<file path="src/rtl/seg7_scan_ctrl.sv">
// Time-multiplexed 8-digit common-anode seven-segment driver with double-buffered data.
// Optional build macro SEG7_LEADING_ZERO_BLANK_EN suppresses leading-zero digits.
module seg7_scan_ctrl #(
   parameter int NUM_DIGITS   = 8,
   parameter int CLK_HZ       = 100_000_000,
   parameter int REFRESH_HZ   = 1000,
   parameter int BLANK_CYCLES = 100
) (
   input  logic                    CLK100MHZ,
   input  logic                    RST,
   input  logic                    locked,
   input  logic                    load,
   input  logic [4*NUM_DIGITS-1:0] data_in,
   input  logic [NUM_DIGITS-1:0]   dp_in,
   input  logic [NUM_DIGITS-1:0]   digit_en,
   output logic [6:0]              seg_n,
   output logic                    dp_n,
   output logic [NUM_DIGITS-1:0]   AN,
   output logic                    frame_start
);

   localparam int SLOT = CLK_HZ / (REFRESH_HZ * NUM_DIGITS);
   localparam int CW   = (SLOT > 1) ? $clog2(SLOT) : 1;
   localparam int IW   = (NUM_DIGITS > 1) ? $clog2(NUM_DIGITS) : 1;
   localparam logic [CW-1:0] SLOT_LAST  = CW'(SLOT - 1);
   localparam logic [CW-1:0] BLANK_LAST = CW'(BLANK_CYCLES - 1);
   localparam logic [IW-1:0] IDX_LAST   = IW'(NUM_DIGITS - 1);

   generate
      if (SLOT <= BLANK_CYCLES) begin : g_slot_chk
         $error("seg7_scan_ctrl: digit slot must be longer than the blanking gap");
      end
   endgenerate

   typedef enum logic [1:0] {IDLE, BLANK, DRIVE} state_t;

   state_t                         state, nxt_state;
   logic [CW-1:0]                  cnt, nxt_cnt;
   logic [IW-1:0]                  idx, nxt_idx;
   logic [NUM_DIGITS-1:0][3:0]     shadow_nib, active_nib;
   logic [NUM_DIGITS-1:0]          shadow_dp, active_dp, lz_blank;
   logic                           boundary;
   logic [6:0]                     nxt_seg;
   logic                           nxt_dp_n;
   logic [NUM_DIGITS-1:0]          nxt_an;

   function automatic logic [6:0] hex7(input logic [3:0] h);
      case (h)
         4'h0: hex7 = 7'h40;  4'h1: hex7 = 7'h79;  4'h2: hex7 = 7'h24;  4'h3: hex7 = 7'h30;
         4'h4: hex7 = 7'h19;  4'h5: hex7 = 7'h12;  4'h6: hex7 = 7'h02;  4'h7: hex7 = 7'h78;
         4'h8: hex7 = 7'h00;  4'h9: hex7 = 7'h10;  4'hA: hex7 = 7'h08;  4'hB: hex7 = 7'h03;
         4'hC: hex7 = 7'h46;  4'hD: hex7 = 7'h21;  4'hE: hex7 = 7'h06;  default: hex7 = 7'h0E;
      endcase
   endfunction

   // A digit is suppressed while it and every higher digit are zero with no dp lit.
   always_comb begin
      lz_blank = '0;
`ifdef SEG7_LEADING_ZERO_BLANK_EN
      begin
         logic run;
         run = 1'b1;
         for (int i = NUM_DIGITS - 1; i > 0; i--) begin
            run         = run & (active_nib[i] == 4'h0) & ~active_dp[i];
            lz_blank[i] = run;
         end
      end
`endif
   end

   always_comb begin
      nxt_state = state;
      nxt_cnt   = cnt;
      nxt_idx   = idx;
      case (state)
         IDLE: begin
            nxt_cnt = '0;
            nxt_idx = '0;
            if (locked) nxt_state = BLANK;
         end
         BLANK: begin
            nxt_cnt = cnt + 1'b1;
            if (cnt == BLANK_LAST) nxt_state = DRIVE;
         end
         DRIVE: begin
            if (cnt == SLOT_LAST) begin
               nxt_cnt   = '0;
               nxt_idx   = (idx == IDX_LAST) ? '0 : idx + 1'b1;
               nxt_state = BLANK;
            end else begin
               nxt_cnt = cnt + 1'b1;
            end
         end
         default: begin
            nxt_state = IDLE;
            nxt_cnt   = '0;
            nxt_idx   = '0;
         end
      endcase
      if (!locked) begin
         nxt_state = IDLE;
         nxt_cnt   = '0;
         nxt_idx   = '0;
      end

      boundary = (nxt_state == BLANK) && (state != BLANK) && (nxt_idx == '0);

      // Outputs are computed for the state being entered so the pins carry no extra lag.
      nxt_seg  = 7'h7F;
      nxt_dp_n = 1'b1;
      nxt_an   = '1;
      if (nxt_state == DRIVE) begin
         nxt_seg  = hex7(active_nib[nxt_idx]);
         nxt_dp_n = ~active_dp[nxt_idx];
         if (digit_en[nxt_idx] && !lz_blank[nxt_idx]) nxt_an[nxt_idx] = 1'b0;
      end
   end

   always_ff @(posedge CLK100MHZ) begin
      if (RST) begin
         state       <= IDLE;
         cnt         <= '0;
         idx         <= '0;
         shadow_nib  <= '0;
         shadow_dp   <= '0;
         active_nib  <= '0;
         active_dp   <= '0;
         seg_n       <= 7'h7F;
         dp_n        <= 1'b1;
         AN          <= '1;
         frame_start <= 1'b0;
      end else begin
         state       <= nxt_state;
         cnt         <= nxt_cnt;
         idx         <= nxt_idx;
         if (load) begin
            shadow_nib <= data_in;
            shadow_dp  <= dp_in;
         end
         if (boundary) begin
            active_nib <= shadow_nib;
            active_dp  <= shadow_dp;
         end
         seg_n       <= nxt_seg;
         dp_n        <= nxt_dp_n;
         AN          <= nxt_an;
         frame_start <= boundary;
      end
   end

endmodule

</file>
<file path="config.mk">
export PLATFORM = sky130hd
export DESIGN_NAME = seg7_scan_ctrl
export DESIGN_NICKNAME = d
export VERILOG_FILES = /design/src/rtl/seg7_scan_ctrl.sv
export SDC_FILE = /design/constraint.sdc
export NUM_CORES = 1
export LEC_CHECK = 0
export BUFFER_PORTS_ARGS = -buffer_cell sky130_fd_sc_hd__buf_2
export CAP_MARGIN = 10
export CORE_AREA = 2 2 116 118
export DETAILED_ROUTE_END_ITERATION = 8
export DIE_AREA = 0 0 118 120
export SYNTH_ARGS = -nofsm -noshare
export SYNTH_HDL_FRONTEND = slang
export SYNTH_SLANG_ARGS = --single-unit
</file>
<file path="constraint.sdc">
create_clock -name CLK100MHZ -period 3.62 [get_ports CLK100MHZ]
set_input_delay 0.181 -clock CLK100MHZ [delete_from_list [all_inputs] [get_ports CLK100MHZ]]
set_output_delay 0.181 -clock CLK100MHZ [all_outputs]
set_load 0.05 [all_outputs]
</file>
==> results by group, run 1 <==
Synth
  • Synth area leader: dfxtp_1
  • Synth warnings: 0
  • Top post-synthesis cells by count: dfxtp_1 (116), nand2_1 (96), nor2_1 (64)
  • Mapped Avg Cell Area: between 8 and 9 sq um
  • Post-synth EDFFs: 0
  • Compound-Gate Fraction of Synth Area: about an eighth
  • Post-Synth Adder-Cell Area: between 3 and 4%
  • Syn_nets: about 630
  • Mux contribution to synthesized area: about an eighth
  • Cell Area, Synth: just over 5000 sq um
  • Async set-reset flop share out of synthesis: 0%
  • Synth Register Bits: around 120
  • Synth top area share: a little under half
  • Combinational family with the most area after synthesis: simple AND/OR/NAND/NOR gates
  • Netlist cell types: 62
  • Post-synthesis sequential area ratio: 45.93%
  • Post-synthesis xor/xnor area fraction: under 10%
  • Fraction of the mapped netlist area in simple logic gates: between 20% and 30%
  • Largest cells by area after synthesis: dfxtp_1 (46%), mux2i_1 (11%), nand2_1 (7.1%)
  • Syn Inst Count: around 560
  • Top FF cell, synth: dfxtp_1
  • Most instantiated library cell after synthesis: dfxtp_1

Global route
  • GRT met1 Usage: between 20% and 30%
  • Largest net degree at the start of global routing: ~90
  • Layer with the highest usage: met2
  • Gr usage total: between 10% and 20%
  • Vias in the first global route: between 4000 and 5000
  • GRT Residual Overflow: 0
  • Antenna violations before repair: 0
  • First-pass GRT wire length: around 20000 um
  • GR Layer Usage met2: about 27%
  • Met3 Use GR: 5.513%

Setup path
  • Crit path arrival time: 3.73 ns
  • Setup CP Type: flop to flop
  • Reg2reg setup slack: 0.18 ns
  • Worst setup SP type: flop
  • Crit end category: flop
  • Critical Path RT: 3.90 ns
  • Crit path max fanout: 21

Clock network
  • CTS root buf: clkbuf_16
  • Sink Count: 116
  • H-Tree Depth: 4
  • TritonCTS buffer count: 17
  • CTS tree: done
  • Clk pin slew, worst setup/hold paths: approximately 0.05 ns
  • Clock Latency Late Sink: just over 0.4 ns
  • CTS Buffer Depth: 2

Place
  • DP HPWL: about 8200 um
  • I/O Buffers: roughly 70
  • Placer Congestion: around 0.86
  • Inst Count DP: about 800

STA
  • Fmax: 290.3 MHz
  • Period minus WS final: 3.445 ns
  • Max-slew violations: 0
  • Post-route clock skew: 0.007582 ns
  • Min Hold Slack: roughly 0.0054 ns
  • Unrepaired setup endpoints after global routing: false
  • Setup-failing EPs final: 0
  • Tcrit/Tclk final: a little over nine tenths
  • Worst-Margin Slew: around 1.2 ns
  • Setup_tns: 0 ns
  • Slew margin rel.: between 20% and 30%
  • Fin. Hold Viols: 0

Cells and area
  • Synth-to-layout area growth: 28.04%
  • Post-Layout Cell Count: 850
  • Share of cells above drive strength 1: between 20 and 25%
  • Final core occ: 49.87%
  • Diode count: 0
  • NumNets Final: slightly above 700
  • Fill count: between 1000 and 1500

Floorplanning
  • # rows: 42
  • Core area: approximately 13000 sq um
  • Io pins: 69
  • Starting Density: 38.95%
  • Die X: between 100 and 150 um
  • Die H: ~120 um
  • Full die area: between 10000 and 15000 sq um

Route
  • DRC Markers: 0
  • Via density per instance: approximately 5.0
  • ANT nets after route: 0
  • DR WL/cell: 13.97 um
  • Vias: between 4000 and 5000
  • DRT iter0 DRCs: approximately 290
  • First-pass DRT Iterations: 5
  • Routed WL: around 12000 um

Power
  • Logic pwr share: 6.4%
  • Switching Share: 23.64%
  • Clock share of power: between 40% and 50%
  • Maximum vdd drop: roughly 0.00032 V
  • Internal power: 2.345 mW
  • Leak: 2.634 nW
  • Flop pwr share: 43.8%
  • Tot Pwr: approximately 3 mW
  • Switching power: a little over 0.7 mW
  • Power Density: around 470 nW/um^2

Status
  • Status: complete, no violations

Hold path
  • Hold Path Class: primary input to flop

Flow run
  • Max cap viols: 0
==> worst paths after layout <==
kind             startpoint             end  cells after the start
max                state[1]        seg_n[0]                     14
min reg2reg  active_nib[28]  active_nib[28]                      2
min                dp_in[3]    shadow_dp[3]                      3
max reg2reg        state[1]        seg_n[0]                     14
==> per-layer routing <==
metal  vias to the layer above  wire length [um]
li1                       2158                 -
met1                      1992              5523
met2                        83              5559
met3                        30               345
met4                         0               448
met5                         -                 0
==> sequential cells by signal, summed over array words and instances (netlist names) <==
| register | cells |
|---|---|
| shadow_nib | 32 |
| cnt | 14 |
| AN | 8 |
| frame_start | 1 |
| idx | 3 |
| seg_n | 7 |
| active_nib | 32 |
| dp_n | 1 |
| state | 2 |
| shadow_dp | 8 |
| active_dp | 8 |
==> logic make-up (layout without fill, tap and decap cells) <==
| logic type | after synthesis | in the layout |
|---|---|---|
| xor gates and xnor gates | 12 | 12 |
| adders and majority gates | 13 | 13 |
| buffers and inverters | 43 | 153 |
| muxes | 59 | 59 |
| and+or+nand+nor | 230 | 230 |
| AOI/OAI and AO/OA | 91 | 91 |
| DFF | 116 | 116 |
==> per-stage QoR <==
stage / worst slack [ns] / instance area (sq um)
3_5_place_dp: 0.08937 / 5662
2_1_floorplan: 0.08325 / 5061
5_1_grt: 0.0006692 / 6474
6_report: 0.1752 / 6474
4_1_cts: 0.07270 / 6394
3_3_place_gp: 0.1943 / 5662
==> worst max-delay path, cell delays in order, from the launching register on <==
cell,delay (ns)
dfxtp_1,0.43
inv_1,0.12
ha_2,0.25
and3b_1,0.22
nand4_1,0.12
a21boi_2,0.24
buf_12,0.19
mux2i_1,0.25
o221ai_1,0.16
a32oi_2,0.27
inv_1,0.10
ha_1,0.23
or3b_1,0.17
a21oi_1,0.05
or4_1,0.49
==> repair_timing <==
item,CTS,global route
endpoints found under the setup margin,0,2
hold endpoints to repair,19,1
resized for setup,0,11
buffers inserted,0,3
hold buffers,19,1
==> power by group through the flow <==
stage | Combinational [mW] | Sequential [mW] | Clock [mW]
finish | 0.198 | 1.34 | 1.53
global route | 0.221 | 1.35 | 1.63
CTS | 0.198 | 1.34 | 1.56
detailed placement | 0.181 | 1.37 | 0
global placement | 0.177 | 1.37 | 0
floorplan | 0.122 | 1.36 | 0
==> layout make-up <==
type,instances,area (sq um),share of cell area [%]
tap,176,220.2,3.402
timing repair buffer,113,740.7,11.44
clock buffer,18,429.2,6.629
clock inverter,13,112.6,1.739
inverter,9,33.78,0.5218
sequential,116,2322,35.87
multi-input combinational,405,2615,40.39
==> cells in the final DEF, fill, tap and decap left out, types with 3 or more instances in the layout <==
| master | Yosys | layout |
|---|---|---|
| dfxtp_1 | 116 | 116 |
| or3_1 | 7 | 7 |
| nand3_1 | 9 | 9 |
| a221oi_2 | 3 | 3 |
| and2_1 | 9 | 9 |
| inv_1 | 9 | 9 |
| clkbuf_16 | 0 | 17 |
| buf_2 | 4 | 68 |
| nand2_1 | 96 | 95 |
| ha_1 | 13 | 11 |
| xnor2_1 | 6 | 6 |
| nor2_1 | 64 | 64 |
| and3_1 | 8 | 8 |
| o21ai_0 | 6 | 6 |
| nand4_1 | 6 | 6 |
| nand2b_1 | 5 | 5 |
| clkinv_4 | 0 | 3 |
| nor3_1 | 9 | 9 |
| buf_4 | 2 | 24 |
| o21ai_1 | 3 | 3 |
| o211ai_1 | 3 | 3 |
| a21oi_1 | 46 | 46 |
| clkinv_2 | 0 | 5 |
| dlygate4sd3_1 | 0 | 20 |
| xor2_1 | 6 | 6 |
| mux2i_1 | 54 | 53 |
| mux2_2 | 3 | 3 |
| clkinvlp_4 | 0 | 3 |
| a31oi_1 | 5 | 5 |
(Power assumes the default switching activity.)
==> run 2: changes to the inputs <==
CORE_AREA = 4 4 118 120   (was 2 2 116 118)
DIE_AREA = 0 0 122 124   (was 0 0 118 120)
==> run 2 against run 1 <==
Against the previous run:
- via count rose by 1.1%
- sequential power barely moved
- setup slack got worse by 0.031 ns
- die area rose by 6.8%
- hold slack improved by 0.0041 ns
- clock-buffer cell count did not move
- critical path depth did not move
- critical endpoint is now seg_n[3]
- largest cell class unchanged
- largest power group unchanged
==> results by group, run 2 (synthesis gave the netlist of run 1 again) <==
Route
  • Routed WL: about 12000 um
  • First-pass DRT Iterations: 6
  • DRC Markers: 0
  • DRT iter0 DRCs: between 300 and 400
  • DR WL/cell: 14.19 um
  • Via density per instance: ~5.0
  • Vias: 4310
  • ANT nets after route: 0

Setup path
  • Crit path arrival time: around 3.8 ns
  • Critical Path RT: ~4 ns
  • Setup CP Type: flop to flop
  • Reg2reg start: idx[0]
  • Crit path max-delay family: simple AND/OR/NAND/NOR gates
  • Critical path cell sequence: ha_1, ha_1, or3b_4, and2_4, mux2i_2, buf_4, nand2_1, a221oi_1, a211oi_2, buf_4, ha_1, inv_1, mux4_1, or2_1
  • Worst setup SP type: flop
  • Crit path max-delay cell type: mux4_1
  • Worst path most repeated cell: ha_1
  • CP Buf/Inv Count: 3
  • Crit. Startpoint: idx[0]
  • Crit path max fanout: 5
  • Crit end category: flop
  • Largest stage delay, worst path: about 0.46 ns

Place
  • I/O Buffers: slightly below 70
  • Placer Congestion: roughly 0.91
  • DP HPWL: 8468 um

Flow run
  • Max cap viols: 0

Clock network
  • Clock Latency Late Sink: 0.42 ns
  • CTS tree: done
  • CTS Buffer Depth: 2
  • H-Tree Depth: 4
  • TritonCTS buffer count: 17
  • CTS root buf: clkbuf_16
  • Sink Count: ~120
  • Clk pin slew, worst setup/hold paths: 0.06 ns

STA
  • Min Hold Slack: around 0.0095 ns
  • Fmax: roughly 290 MHz
  • Period minus WS final: approximately 3.5 ns
  • Post-route clock skew: 0.009600 ns
  • Setup_tns: 0 ns
  • Fin. Hold Viols: 0
  • Worst-Margin Slew: around 1.2 ns
  • Max-slew violations: 0
  • Setup-failing EPs final: 0
  • Slew margin rel.: 21.76%
  • Tcrit/Tclk final: between 90% and 100%

Power
  • Power Density: around 490 nW/um^2
  • Leak: between 2 and 3 nW
  • Maximum vdd drop: between 0.0003 and 0.0004 V

Global route
  • GRT Residual Overflow: 0
  • Gr usage total: 17.10%
  • Antenna violations before repair: 0
  • First-pass GRT wire length: a little over 20000 um
  • Largest net degree at the start of global routing: 54
  • Vias in the first global route: between 4000 and 5000

Floorplanning
  • Die H: roughly 120 um
  • Io pins: a little under 70
  • Full die area: 15130 sq um
  • Core area: between 10000 and 15000 sq um
  • Starting Density: about 39%
  • Die X: 122 um
  • # rows: 42

Cells and area
  • Most common cell after layout, fill and taps aside: dfxtp_1
  • Largest regs: active_nib (32), shadow_nib (32), cnt (14)
  • Final core occ: around 52%
  • NumNets Final: ~750
  • Most frequent cells in the layout: dfxtp_1 (114), nand2_1 (96), buf_2 (68), nor2_1 (64), mux2i_1 (52)
  • Share of cells above drive strength 1: a little under a quarter
  • Diode count: 0
  • Synth-to-layout area growth: 34.08%

Status
  • Status: complete, no violations

Hold path
  • Worst hold start: data_in[17]
  • Hold Path Class: primary input to flop
run 2: changes by cell type in the layout (fill, tap and decap cells not counted), sizes merged:
cell | previous run | this run
dlygate4sd3 | 20 | 34
clkinv | 8 | 2
buf | 93 | 97
inv | 10 | 14
bufinv | 1 | 4
clkdlybuf4s15 | 0 | 1
run 2: path summary, 6_finish.rpt:
| path | end | slack, ns | cells past startpoint |
|---|---|---|---|
| max | seg_n[3] | 0.14 | 14 |
| min | shadow_nib[17] | 0.009 | 3 |
| max reg2reg | seg_n[3] | 0.14 | 14 |
| min reg2reg | active_nib[16] | 0.45 | 2 |
run 2: where the power goes:
group	internal, mW	switching, mW	total (mW)
Clock	1.18	0.617	1.79
Combinational	0.101	0.108	0.209
Sequential	1.32	0.0253	1.34
run 2: per-stage QoR:
stage          instances  instance area, sq um  total power [mW]  setup slack, ns
6_report             870                  6779             3.347           0.1439
5_1_grt              870                  6779             3.470        -0.009710
4_1_cts              862                  6645             3.378          0.01269
3_5_place_dp         794                  5647             1.551          0.01379
3_3_place_gp         794                  5647             1.545           0.1602
2_1_floorplan        564                  5061             1.486          0.08325
run 2: worst register-to-register path, delay by kind of cell, from the launching register on:
kind                     cells  cell delay [ns]
AO/OA/AOI/OAI                2             0.44
flip-flops                   1             0.34
buffers and inverters        3             0.40
adder cells (fa/ha/maj)      3             0.69
AND/OR/NAND/NOR              4             0.84
multiplexers                 2             0.65
run 2: routing by layer:
metal	vias up	GRT usage (%)	wire (um)
li1	2192	-	-
met1	2004	21.21	5570
met2	91	27.21	5893
met3	23	4.995	569
met4	0	8.543	312
met5	-	0	0
run 2: repair_timing:
action                                  4_1_cts  5_1_grt
resized for setup                             1       18
buffers inserted                              2        7
hold endpoints to repair                     34        0
cloned                                        0        1
endpoints found under the setup margin        1        2
pin swaps                                     0        3
hold buffers                                 34        0
run 2: cell type report:
class	instances	area [sq um]
Clock inverter	14	196.4
Fill cell	1234	6201
Sequential cell	116	2325
Tap cell	176	220.2
Timing Repair Buffer	132	922.1
Inverter	9	33.78
Clock buffer	18	439.2
Multi-Input combinational cell	405	2643
